<file path="src/rtl/sel_coeff_bank.sv">
// Coefficient bank with direct-load and saturating-update writes, a DEPTH-cycle bank clear and 1-cycle registered reads.
// Writes stall (in_ready low) for 1 cycle after an update and for DEPTH cycles during a clear; reads never stall.
module sel_coeff_bank #(
   parameter int WIDTH = 16,
   parameter int DEPTH = 8,
   parameter int AW    = $clog2(DEPTH)
) (
   input  logic                    clk,
   input  logic                    rst,
   input  logic                    in_valid,
   output logic                    in_ready,
   input  logic [AW-1:0]           in_addr,
   input  logic signed [WIDTH-1:0] input_k,
   input  logic signed [WIDTH-1:0] update_k,
   input  logic                    update_coeff,
   input  logic                    clr,
   input  logic                    rd_en,
   input  logic [AW-1:0]           rd_addr,
   output logic                    rd_valid,
   output logic signed [WIDTH-1:0] k,
   output logic                    sat,
   output logic                    busy
);
   typedef enum logic [1:0] {IDLE, ACC, CLEAR} state_t;

   localparam logic [AW:0]             DEPTH_W = (AW+1)'(DEPTH);
   localparam logic [AW-1:0]           LAST    = AW'(DEPTH-1);
   localparam logic signed [WIDTH-1:0] K_MAX   = {1'b0, {(WIDTH-1){1'b1}}};
   localparam logic signed [WIDTH-1:0] K_MIN   = {1'b1, {(WIDTH-1){1'b0}}};

   state_t                  state, state_nxt;
   logic [AW-1:0]           cnt;
   logic [AW-1:0]           acc_addr;
   logic signed [WIDTH-1:0] acc_delta;
   logic signed [WIDTH-1:0] mem [DEPTH];

   logic                    in_fire;
   logic                    wr_in_range, acc_in_range, rd_in_range;
   logic signed [WIDTH-1:0] acc_cur;
   logic [WIDTH:0]          acc_sum;
   logic                    acc_ovf;
   logic signed [WIDTH-1:0] acc_res;

   assign in_ready     = (state == IDLE) && !clr;
   assign busy         = (state != IDLE);
   assign in_fire      = in_valid && in_ready;
   assign wr_in_range  = {1'b0, in_addr}  < DEPTH_W;
   assign acc_in_range = {1'b0, acc_addr} < DEPTH_W;
   assign rd_in_range  = {1'b0, rd_addr}  < DEPTH_W;

   // One guard bit: overflow shows up as the top two sum bits disagreeing.
   assign acc_cur = acc_in_range ? mem[acc_addr] : '0;
   assign acc_sum = {acc_cur[WIDTH-1], acc_cur} + {acc_delta[WIDTH-1], acc_delta};
   assign acc_ovf = acc_sum[WIDTH] != acc_sum[WIDTH-1];
   assign acc_res = !acc_ovf ? acc_sum[WIDTH-1:0] : (acc_sum[WIDTH] ? K_MIN : K_MAX);

   always_ff @(posedge clk) begin
      if (rst) state <= IDLE;
      else     state <= state_nxt;
   end

   always_comb begin
      state_nxt = state;
      case (state)
         IDLE: begin
            if (clr)                          state_nxt = CLEAR;
            else if (in_fire && update_coeff) state_nxt = ACC;
         end
         ACC:     state_nxt = IDLE;
         CLEAR:   if (cnt == LAST) state_nxt = IDLE;
         default: state_nxt = IDLE;
      endcase
   end

   // Reads sample mem before this edge's write lands, giving read-before-write.
   always_ff @(posedge clk) begin
      if (rst) begin
         for (int i = 0; i < DEPTH; i++) mem[i] <= '0;
         cnt       <= '0;
         acc_addr  <= '0;
         acc_delta <= '0;
         k         <= '0;
         rd_valid  <= 1'b0;
         sat       <= 1'b0;
      end else begin
         rd_valid <= rd_en;
         if (rd_en) k <= rd_in_range ? mem[rd_addr] : '0;
         sat <= 1'b0;
         case (state)
            IDLE: begin
               cnt <= '0;
               if (in_fire) begin
                  if (update_coeff) begin
                     acc_addr  <= in_addr;
                     acc_delta <= update_k;
                  end else if (wr_in_range) begin
                     mem[in_addr] <= input_k;
                  end
               end
            end
            ACC: begin
               if (acc_in_range) begin
                  mem[acc_addr] <= acc_res;
                  sat           <= acc_ovf;
               end
            end
            CLEAR: begin
               mem[cnt] <= '0;
               cnt      <= cnt + 1'b1;
            end
            default: ;
         endcase
      end
   end
endmodule

</file>
<file path="config.mk">
export PLATFORM = sky130hd
export DESIGN_NAME = sel_coeff_bank
export DESIGN_NICKNAME = d
export VERILOG_FILES = /design/src/rtl/sel_coeff_bank.sv
export SDC_FILE = /design/constraint.sdc
export NUM_CORES = 1
export LEC_CHECK = 0
export ABC_CLOCK_PERIOD_IN_PS = 6500
export CAP_MARGIN = 0
export CORE_ASPECT_RATIO = 0.8
export CORE_MARGIN = 4
export CORE_UTILIZATION = 54
export DETAILED_ROUTE_END_ITERATION = 10
export GPL_TIMING_DRIVEN = 0
export PLACE_DENSITY = 0.77
export SLEW_MARGIN = 30
export SYNTH_ARGS = -nofsm -noshare
export SYNTH_HDL_FRONTEND = slang
export SYNTH_SLANG_ARGS = --single-unit
export TNS_END_PERCENT = 5
</file>
<file path="constraint.sdc">
create_clock -name clk -period 6.5 [get_ports clk]
set_input_delay 1.3 -clock clk [delete_from_list [all_inputs] [get_ports clk]]
set_output_delay 1.3 -clock clk [all_outputs]
set_load 0.005 [all_outputs]
</file>
==> After elaboration in Yosys (flattened, before gate mapping) <==
Memory sizes are Yosys's and may differ from the RTL's. A register that Yosys moved wholly into a read port is not among the register bits.
Index checks and enable logic that the tools add are counted.
{ "op_classes": {"reduce_logical": 13, "bitwise_logic": 1, "mux": 31, "n_addsub": 2, "eq_ne": 6} }
{ "ops": {"columns": ["op", "count"], "rows": [
  ["$mux 16", 5],
  ["$reduce_or 16->1", 3],
  ["$add 16x16->17", 1],
  ["$mux 1", 16],
  ["$mux 3", 5],
  ["$mux 2", 3],
  ["$pmux 3 s2", 1],
  ["$pmux 2 s2", 1],
  ["$reduce_bool 2->1", 2],
  ["$add 3x1->3 const B", 1],
  ["$eq 3x3->1 const B", 1],
  ["$logic_and 1x1->1", 3],
  ["$ne 3x2->1 const B", 1],
  ["$reduce_and 3->1", 1],
  ["$eq 2x1->1 const B", 1],
  ["$eq 2x2->1 const B", 1],
  ["$logic_not 2->1", 1],
  ["$ne 2x2->1 const B", 1],
  ["$reduce_and 2->1", 1],
  ["$reduce_or 2->1", 1],
  ["$logic_not 1->1", 1],
  ["$ne 1x1->1", 1],
  ["$not 1->1", 1]
]} }
{ "totals": {"ramBits": 128, "elab_cells": 60, "memories": 1, "in_bits": 44, "output_inout_bits": 20, "regBits": 26} }
{ "mem_list": {"columns": ["name", "depth", "word_bits", "rd", "rd_ports_with_merged_regs", "write_ports", "line", "text"], "rows": [
  ["mem", 8, 16, 2, 2, 8, "35", "logic signed [WIDTH-1:0] mem [DEPTH];"]
]} }

==> Longest topological paths before layout <==
Gate-level depths: netlist of run 1.
{ "depth": {"word_depth": 11, "mapped_depth": 15, "depth_no_buf": 12} }

==> Worst setup path after synthesis of run 1 <==
Ideal clock, no wire load.
{ "synth_timing": {"kind": "flip-flop to flip-flop", "startpoint": "register with a tool-made name", "endpoint": "memory mem[0][11] (data pin)", "period_less_slack_ns": 4.096, "arrival_ns": 3.827, "n_path_buf": 3, "setup_ns": 0.269, "stages_incl_launch_ff": 16, "t_required_ns": 6.231, "path_slack_ns": 2.404, "cell_sequence": "dfxtp_1 -> clkbuf_1 -> buf_1 -> mux4_2 -> mux2_2 -> ha_1 -> inv_1 -> fa_1 -> nor2b_1 -> o211ai_1 -> a211oi_4 -> o21ai_4 -> a211oi_2 -> buf_6 -> o32ai_4 -> nor2_2"} }
{ "synth_lines": {"columns": ["item", "line"], "rows": [
  ["end, declared", "35"]
]} }

==> results.sh, run 1 <==
export IMPL_status="completed"
export IMPL_fin_tns_setup_ns=0
export IMPL_hp_start="acc_delta[8]"
export IMPL_num_rows=43
export IMPL_vdd_drop_max_mv=0.2146
export IMPL_cts_htree_levels=4
export IMPL_synth_top_area_cell="edfxtp_1"
export IMPL_slew_limit_headroom_pct=34.80
export IMPL_die_h_um=128.3
export IMPL_synthCells=779
export IMPL_first_pass_iters=6
export IMPL_hold_class="register to register"
export IMPL_final_common_cell="edfxtp_1"
export IMPL_final_cell_mix="edfxtp_1, nor2_2, mux4_2"
export IMPL_num_vias=7213
export IMPL_grt_pass1_wl_um=41740
export IMPL_numPortBuffers=60
export IMPL_clock_skew_ns=0.01174
export IMPL_antenna_found_initial=0
export IMPL_stdcell_count=1098
export IMPL_cts_buffers=17
export IMPL_synth_edff_count=128
export IMPL_slowest_delay_ns=0.70
export IMPL_grt_max_degree=17
export IMPL_grt_overflow=0
export IMPL_cts_hold_repair_buffers=0
export IMPL_p_per_area_mw_per_mm2=236.6
export IMPL_cts_resized_gates=0
export IMPL_syn2layout_area_growth_pct=15.22
export IMPL_clock_sinks=173
export IMPL_maxCapViolCount=0
export IMPL_cp_top_family="compound AO/OA/AOI/OAI gates"
export IMPL_yosys_warnings=0
export IMPL_via_per_inst=6.569
export IMPL_synthTopCellsByArea="edfxtp_1, mux4_2, dfxtp_1"
export IMPL_synth_nets=842
export IMPL_cts_root_buf="clkbuf_16"
export IMPL_grt_pass1_vias=6956
export IMPL_drcViolationCount=0
export IMPL_synth_area_mm2=0.009774
export IMPL_synth_seq_area_share_pct=48.54
export IMPL_cp_end_kind="register"
export IMPL_p_leak_nw=3.775
export IMPL_synth_main_ff_cell="edfxtp_1"
export IMPL_drtIter0Drc=1120
export IMPL_cts_buffer_depth=2
export IMPL_antennaDiodeCount=0
export IMPL_rrSetupSlack_ns=1.48
export IMPL_pin_count=64
export IMPL_fmaxAchievable_mhz=199.3
export IMPL_fin_crit_ns=5.017
export IMPL_core_area_mm2=0.01754
export IMPL_clock_latency_ns=0.44
export IMPL_avgRoutedWirePerCell_um=25.52
export IMPL_avgSynthCellArea_um2=12.55
export IMPL_path_clk_slew_ns=0.07
export IMPL_placedCellCount=1066
export IMPL_start_kind="register"
export IMPL_finalSetupViolations=0
export IMPL_die_w_um=158.4
export IMPL_cts_setup_buffers=0
export IMPL_cp_required_ns=6.65
export IMPL_synth_cell_type_count=62
export IMPL_crit_chain="clkbuf_1 > buf_1 > buf_6 > mux4_2 > mux2_2 > ha_1 > buf_2 > and4_1 > nand2_1 > a211oi_4 > o21ai_4 > a31oi_1 > a2bb2oi_1 > nor2_1"
export IMPL_ant_nets=0
export IMPL_n_fill_cell=1313
export IMPL_criticalPathCategory="register to register"
export IMPL_hold_viol=0
export IMPL_grtUsageTotal_pct=28.23
export IMPL_worst_path_max_delay_cell="a2bb2oi_1"
export IMPL_drive_gt1_share_pct=26.35
export IMPL_fin_crit_sh_pct=77.18
export IMPL_fin_nets=923
export IMPL_worstPathMaxFanout=10
export IMPL_grt_setup_unrepaired="no"
export IMPL_cts_tree="built"
export IMPL_synth_seq_cells=173
export IMPL_routed_wirelength_um=28020
export IMPL_slew_violations=0
export IMPL_place_gp_congestion=0.9126
export IMPL_path_buf_inv=4
export IMPL_hpwlAfterDp_um=19580
export IMPL_worst_pin_slew_ns=0.9697
export IMPL_synthArstFlopShare_pct=0
export IMPL_start_util_pct=55.73
export IMPL_critPathArrivalTime_ns=5.17
export IMPL_die_area_mm2=0.02033
export IMPL_synth_top_area_share_pct=39.32
-- worst paths after layout --
path | endpoint | depth (start not counted)
setup / recovery | mem[4][15] | 14
hold / removal | acc_delta[8] | 2
setup reg to reg | mem[4][15] | 14
hold reg to reg | acc_delta[8] | 2
-- synth_stat cells, types with 2 or more instances --
library cell / number
and2_1: 9
clkbuf_1: 26
xnor2_1: 5
o211a_1: 2
or3_1: 2
dfxtp_1: 45
nand2b_1: 13
a21oi_2: 6
nor2b_1: 8
nor3_2: 2
o21bai_1: 2
a21oi_1: 40
a31oi_1: 3
o21ai_1: 4
o32ai_1: 8
o32ai_4: 8
xor2_1: 2
inv_1: 8
a21o_1: 4
a211oi_2: 3
a211oi_4: 2
buf_2: 18
o211ai_1: 8
nor3_1: 35
o21ai_0: 10
edfxtp_1: 128
ha_1: 18
o21a_1: 2
nor2_1: 53
mux2i_1: 18
a22oi_1: 2
nor2_2: 65
a211oi_1: 33
and3_1: 4
buf_6: 3
mux2_2: 15
buf_1: 8
mux4_2: 64
nand2_1: 58
nand3_1: 13
-- tightest hold or removal path, stage by stage, from the launching register on --
cell and delay [ns]:
dfxtp_1 0.31, nand2_1 0.05, a21oi_1 0.05
-- power by group --
group	switching [mW]	internal (mW)
Sequential	0.0293	1.24
Combinational	0.234	0.166
Clock	0.434	0.562
-- cell type report --
class | instances | area (um^2) | area share, %
multi-input combinational | 543 | 4766 | 42.32
sequential | 173 | 4745 | 42.13
timing repair buffer | 62 | 626.9 | 5.566
clock buffer | 20 | 436.7 | 3.877
tap | 225 | 281.5 | 2.500
buffer | 55 | 254.0 | 2.255
clock inverter | 12 | 122.6 | 1.089
inverter | 8 | 30.03 | 0.2666
-- state kept, by name, summed over array words and instances, names as in the netlist, named ones only --
name	flops
sat	1
acc_addr	3
k	16
rd_valid	1
mem	128
cnt	3
acc_delta	16
state	2
-- cells by family after synthesis --
kind of cell / after synthesis / synth area share, %
flip-flops: 173 / 48.54
adder cells (fa/ha/maj): 19 / 2.509
multiplexers: 97 / 18.32
AND/OR/NAND/NOR: 270 / 14.13
AO/OA/AOI/OAI: 150 / 12.99
XOR/XNOR: 7 / 0.6273
buffers and inverters: 63 / 2.880
-- layer usage --
metal	vias up	track usage, %	part of all wire, %
met3	49	8.843	14
li1	3177	-	-
met5	-	0	0
met4	0	8.325	2.6
met1	3501	40.71	39
met2	486	41.64	45
-- stage by stage --
step / power (mW) / setup WS [ns] / util, % / cell area, um^2 / hold WS (ns)
after detailed placement: 1.684 / 1.479 / 60.99 / 10700 / 0.4549
after global routing: 2.737 / 1.246 / 64.21 / 11260 / 0.4833
final: 2.665 / 1.483 / 64.21 / 11260 / 0.4608
after CTS: 2.653 / 1.407 / 64.17 / 11260 / 0.4645
after floorplan: 1.534 / 2.404 / - / 9774 / 0.4406
after global placement: 1.672 / 1.481 / 60.76 / 10660 / 0.4528
Note: power is estimated with default switching activity, not from simulation.
==> run 2: changes to the inputs <==
--- a/config.mk
+++ b/config.mk
@@ -5,7 +5,7 @@
 export SDC_FILE = /design/constraint.sdc
 export NUM_CORES = 1
 export LEC_CHECK = 0
-export ABC_CLOCK_PERIOD_IN_PS = 6500
+export ABC_CLOCK_PERIOD_IN_PS = 5150
 export CAP_MARGIN = 0
 export CORE_ASPECT_RATIO = 0.8
 export CORE_MARGIN = 4
==> constraint.sdc (replaced) <==
create_clock -name clk -period 5.15 [get_ports clk]
set_input_delay 1.03 -clock clk [delete_from_list [all_inputs] [get_ports clk]]
set_output_delay 1.03 -clock clk [all_outputs]
set_load 0.005 [all_outputs]
==> results.sh, run 2 (same netlist as run 1, synthesis figures left out) <==
export IMPL_crit_chain="clkbuf_1 > buf_2 > mux4_2 > mux2_2 > ha_1 > a21oi_1 > o21ai_1 > o21ai_0 > a31oi_1 > o31ai_1 > o32ai_1"
export IMPL_hold_viol=0
export IMPL_worst_pin_slew_ns=0.9790
export IMPL_fin_tns_setup_ns=0
export IMPL_worstPathMaxFanout=10
export IMPL_fin_crit_ns=4.832
export IMPL_status="completed"
export IMPL_via_per_inst=6.547
export IMPL_final_cell_area_mm2=0.01126
export IMPL_fin_crit_sh_pct=93.82
export IMPL_finalSetupViolations=0
export IMPL_final_common_cell="edfxtp_1"
export IMPL_cts_htree_levels=4
export IMPL_worst_path_max_delay_cell="o31ai_1"
export IMPL_num_rows=43
export IMPL_power_frac_seq_pct=47.7
export IMPL_maxCapViolCount=0
export IMPL_die_area_mm2=0.02033
export IMPL_start_kind="register"
export IMPL_cts_root_buf="clkbuf_16"
export IMPL_grt_util_met3_pct=8.843
export IMPL_slowest_delay_ns=0.82
export IMPL_grtUsageTotal_pct=28.23
export IMPL_routed_wirelength_um=27950
export IMPL_clock_sinks=173
export IMPL_syn2layout_area_growth_pct=15.23
export IMPL_cp_required_ns=5.28
export IMPL_power_switching_mw=0.8763
export IMPL_vdd_drop_max_mv=0.2710
export IMPL_die_w_um=158.4
export IMPL_grt_setup_unrepaired="no"
export IMPL_cts_setup_buffers=0
export IMPL_grt_overflow=0
export IMPL_grt_pass1_vias=6956
export IMPL_avgRoutedWirePerCell_um=25.46
export IMPL_seqCellArea_mm2=0.004745
export IMPL_multi_input_area_mm2=0.004766
export IMPL_drcViolationCount=0
export IMPL_cp_end_kind="register"
export IMPL_cts_resized_gates=0
export IMPL_p_sw_share_pct=26.08
export IMPL_largest_register_ffs=128
export IMPL_internal_power_mw=2.484
export IMPL_cts_buffer_depth=2
export IMPL_place_gp_congestion=0.9126
export IMPL_fmaxAchievable_mhz=207.0
export IMPL_rrSetupSlack_ns=0.32
export IMPL_start_util_pct=55.73
export IMPL_met1_usage_pct=40.71
export IMPL_dpl_instance_area_mm2=0.01070
export IMPL_grt_busiest_layer="met2"
export IMPL_slew_limit_headroom_pct=34.17
export IMPL_path_clk_slew_ns=0.06
export IMPL_p_per_area_mw_per_mm2=298.3
export IMPL_critPathArrivalTime_ns=4.96
export IMPL_grt_pass1_wl_um=41740
export IMPL_n_fill_cell=1312
export IMPL_pin_count=64
export IMPL_hpwlAfterDp_um=19580
export IMPL_criticalPathCategory="register to register"
export IMPL_cts_hold_repair_buffers=0
export IMPL_antenna_found_initial=0
export IMPL_first_pass_iters=6
export IMPL_met2_usage_pct=41.64
export IMPL_reg_top3="mem x128, acc_delta x16, k x16"
export IMPL_top_register="mem"
export IMPL_power_frac_clock_pct=37.3
export IMPL_p_leak_nw=3.779
export IMPL_fin_nets=923
export IMPL_die_h_um=128.3
export IMPL_p_comb_share_pct=15.0
export IMPL_ant_nets=0
export IMPL_cts_buffers=17
export IMPL_num_vias=7189
export IMPL_clock_latency_ns=0.44
export IMPL_hold_class="register to register"
export IMPL_drive_gt1_share_pct=26.46
export IMPL_clock_skew_ns=0.01236
export IMPL_cts_tree="built"
export IMPL_grt_max_degree=17
export IMPL_final_cell_mix="edfxtp_1, nor2_2, mux4_2"
export IMPL_antennaDiodeCount=0
export IMPL_drtIter0Drc=1120
export IMPL_numPortBuffers=60
export IMPL_core_area_mm2=0.01754
export IMPL_slew_violations=0
-- run 2: final timing paths --
path                 from           end  cells past startpoint
max reg2reg      register    mem[0][13]                     11
min reg2reg  acc_delta[8]  acc_delta[8]                      2
min          acc_delta[8]  acc_delta[8]                      2
max              register    mem[0][13]                     11
-- run 2: cell type report --
cell class / instances / share of cell area, %
Timing Repair Buffer: 62 / 5.565
Inverter: 8 / 0.2666
Sequential cell: 173 / 42.12
Clock inverter: 12 / 1.089
Buffer: 55 / 2.266
Clock buffer: 20 / 3.877
Multi-Input combinational cell: 543 / 42.31
Tap cell: 225 / 2.499
-- run 2: worst max-delay path, delay by kind of cell (launching register included) --
family | cells | cell delay, ns
buf+inv | 2 | 0.84
compound gates | 6 | 2.10
flops | 1 | 0.31
fa+ha+maj | 1 | 0.38
mux | 2 | 0.89
-- run 2: stage by stage --
step           hold slack, ns  cells  setup WS [ns]  power, mW  util [%]
2_1_floorplan          0.4406    779          1.054      1.937         -
3_3_place_gp           0.4528   1064         0.1312      2.110     60.76
3_5_place_dp           0.4549   1066         0.1286      2.125     60.99
4_1_cts                0.4645   1098        0.05738      3.348     64.17
5_1_grt                0.4833   1098        0.05612      3.454     64.22
6_report               0.4617   1098         0.3183      3.360     64.22
-- run 2: power by group through the flow --
| stage | Clock, mW | Combinational (mW) | Sequential [mW] |
|---|---|---|---|
| finish | 1.25 | 0.505 | 1.60 |
| global placement | 0 | 0.483 | 1.63 |
| detailed placement | 0 | 0.494 | 1.63 |
| global route | 1.31 | 0.536 | 1.61 |
| CTS | 1.25 | 0.498 | 1.60 |
| floorplan | 0 | 0.320 | 1.62 |
-- run 2: metal layers --
layer	wire (um)	share of wire, %
met2	12440	45
met4	688	2.5
met1	10950	39
met5	0	0
met3	3866	14
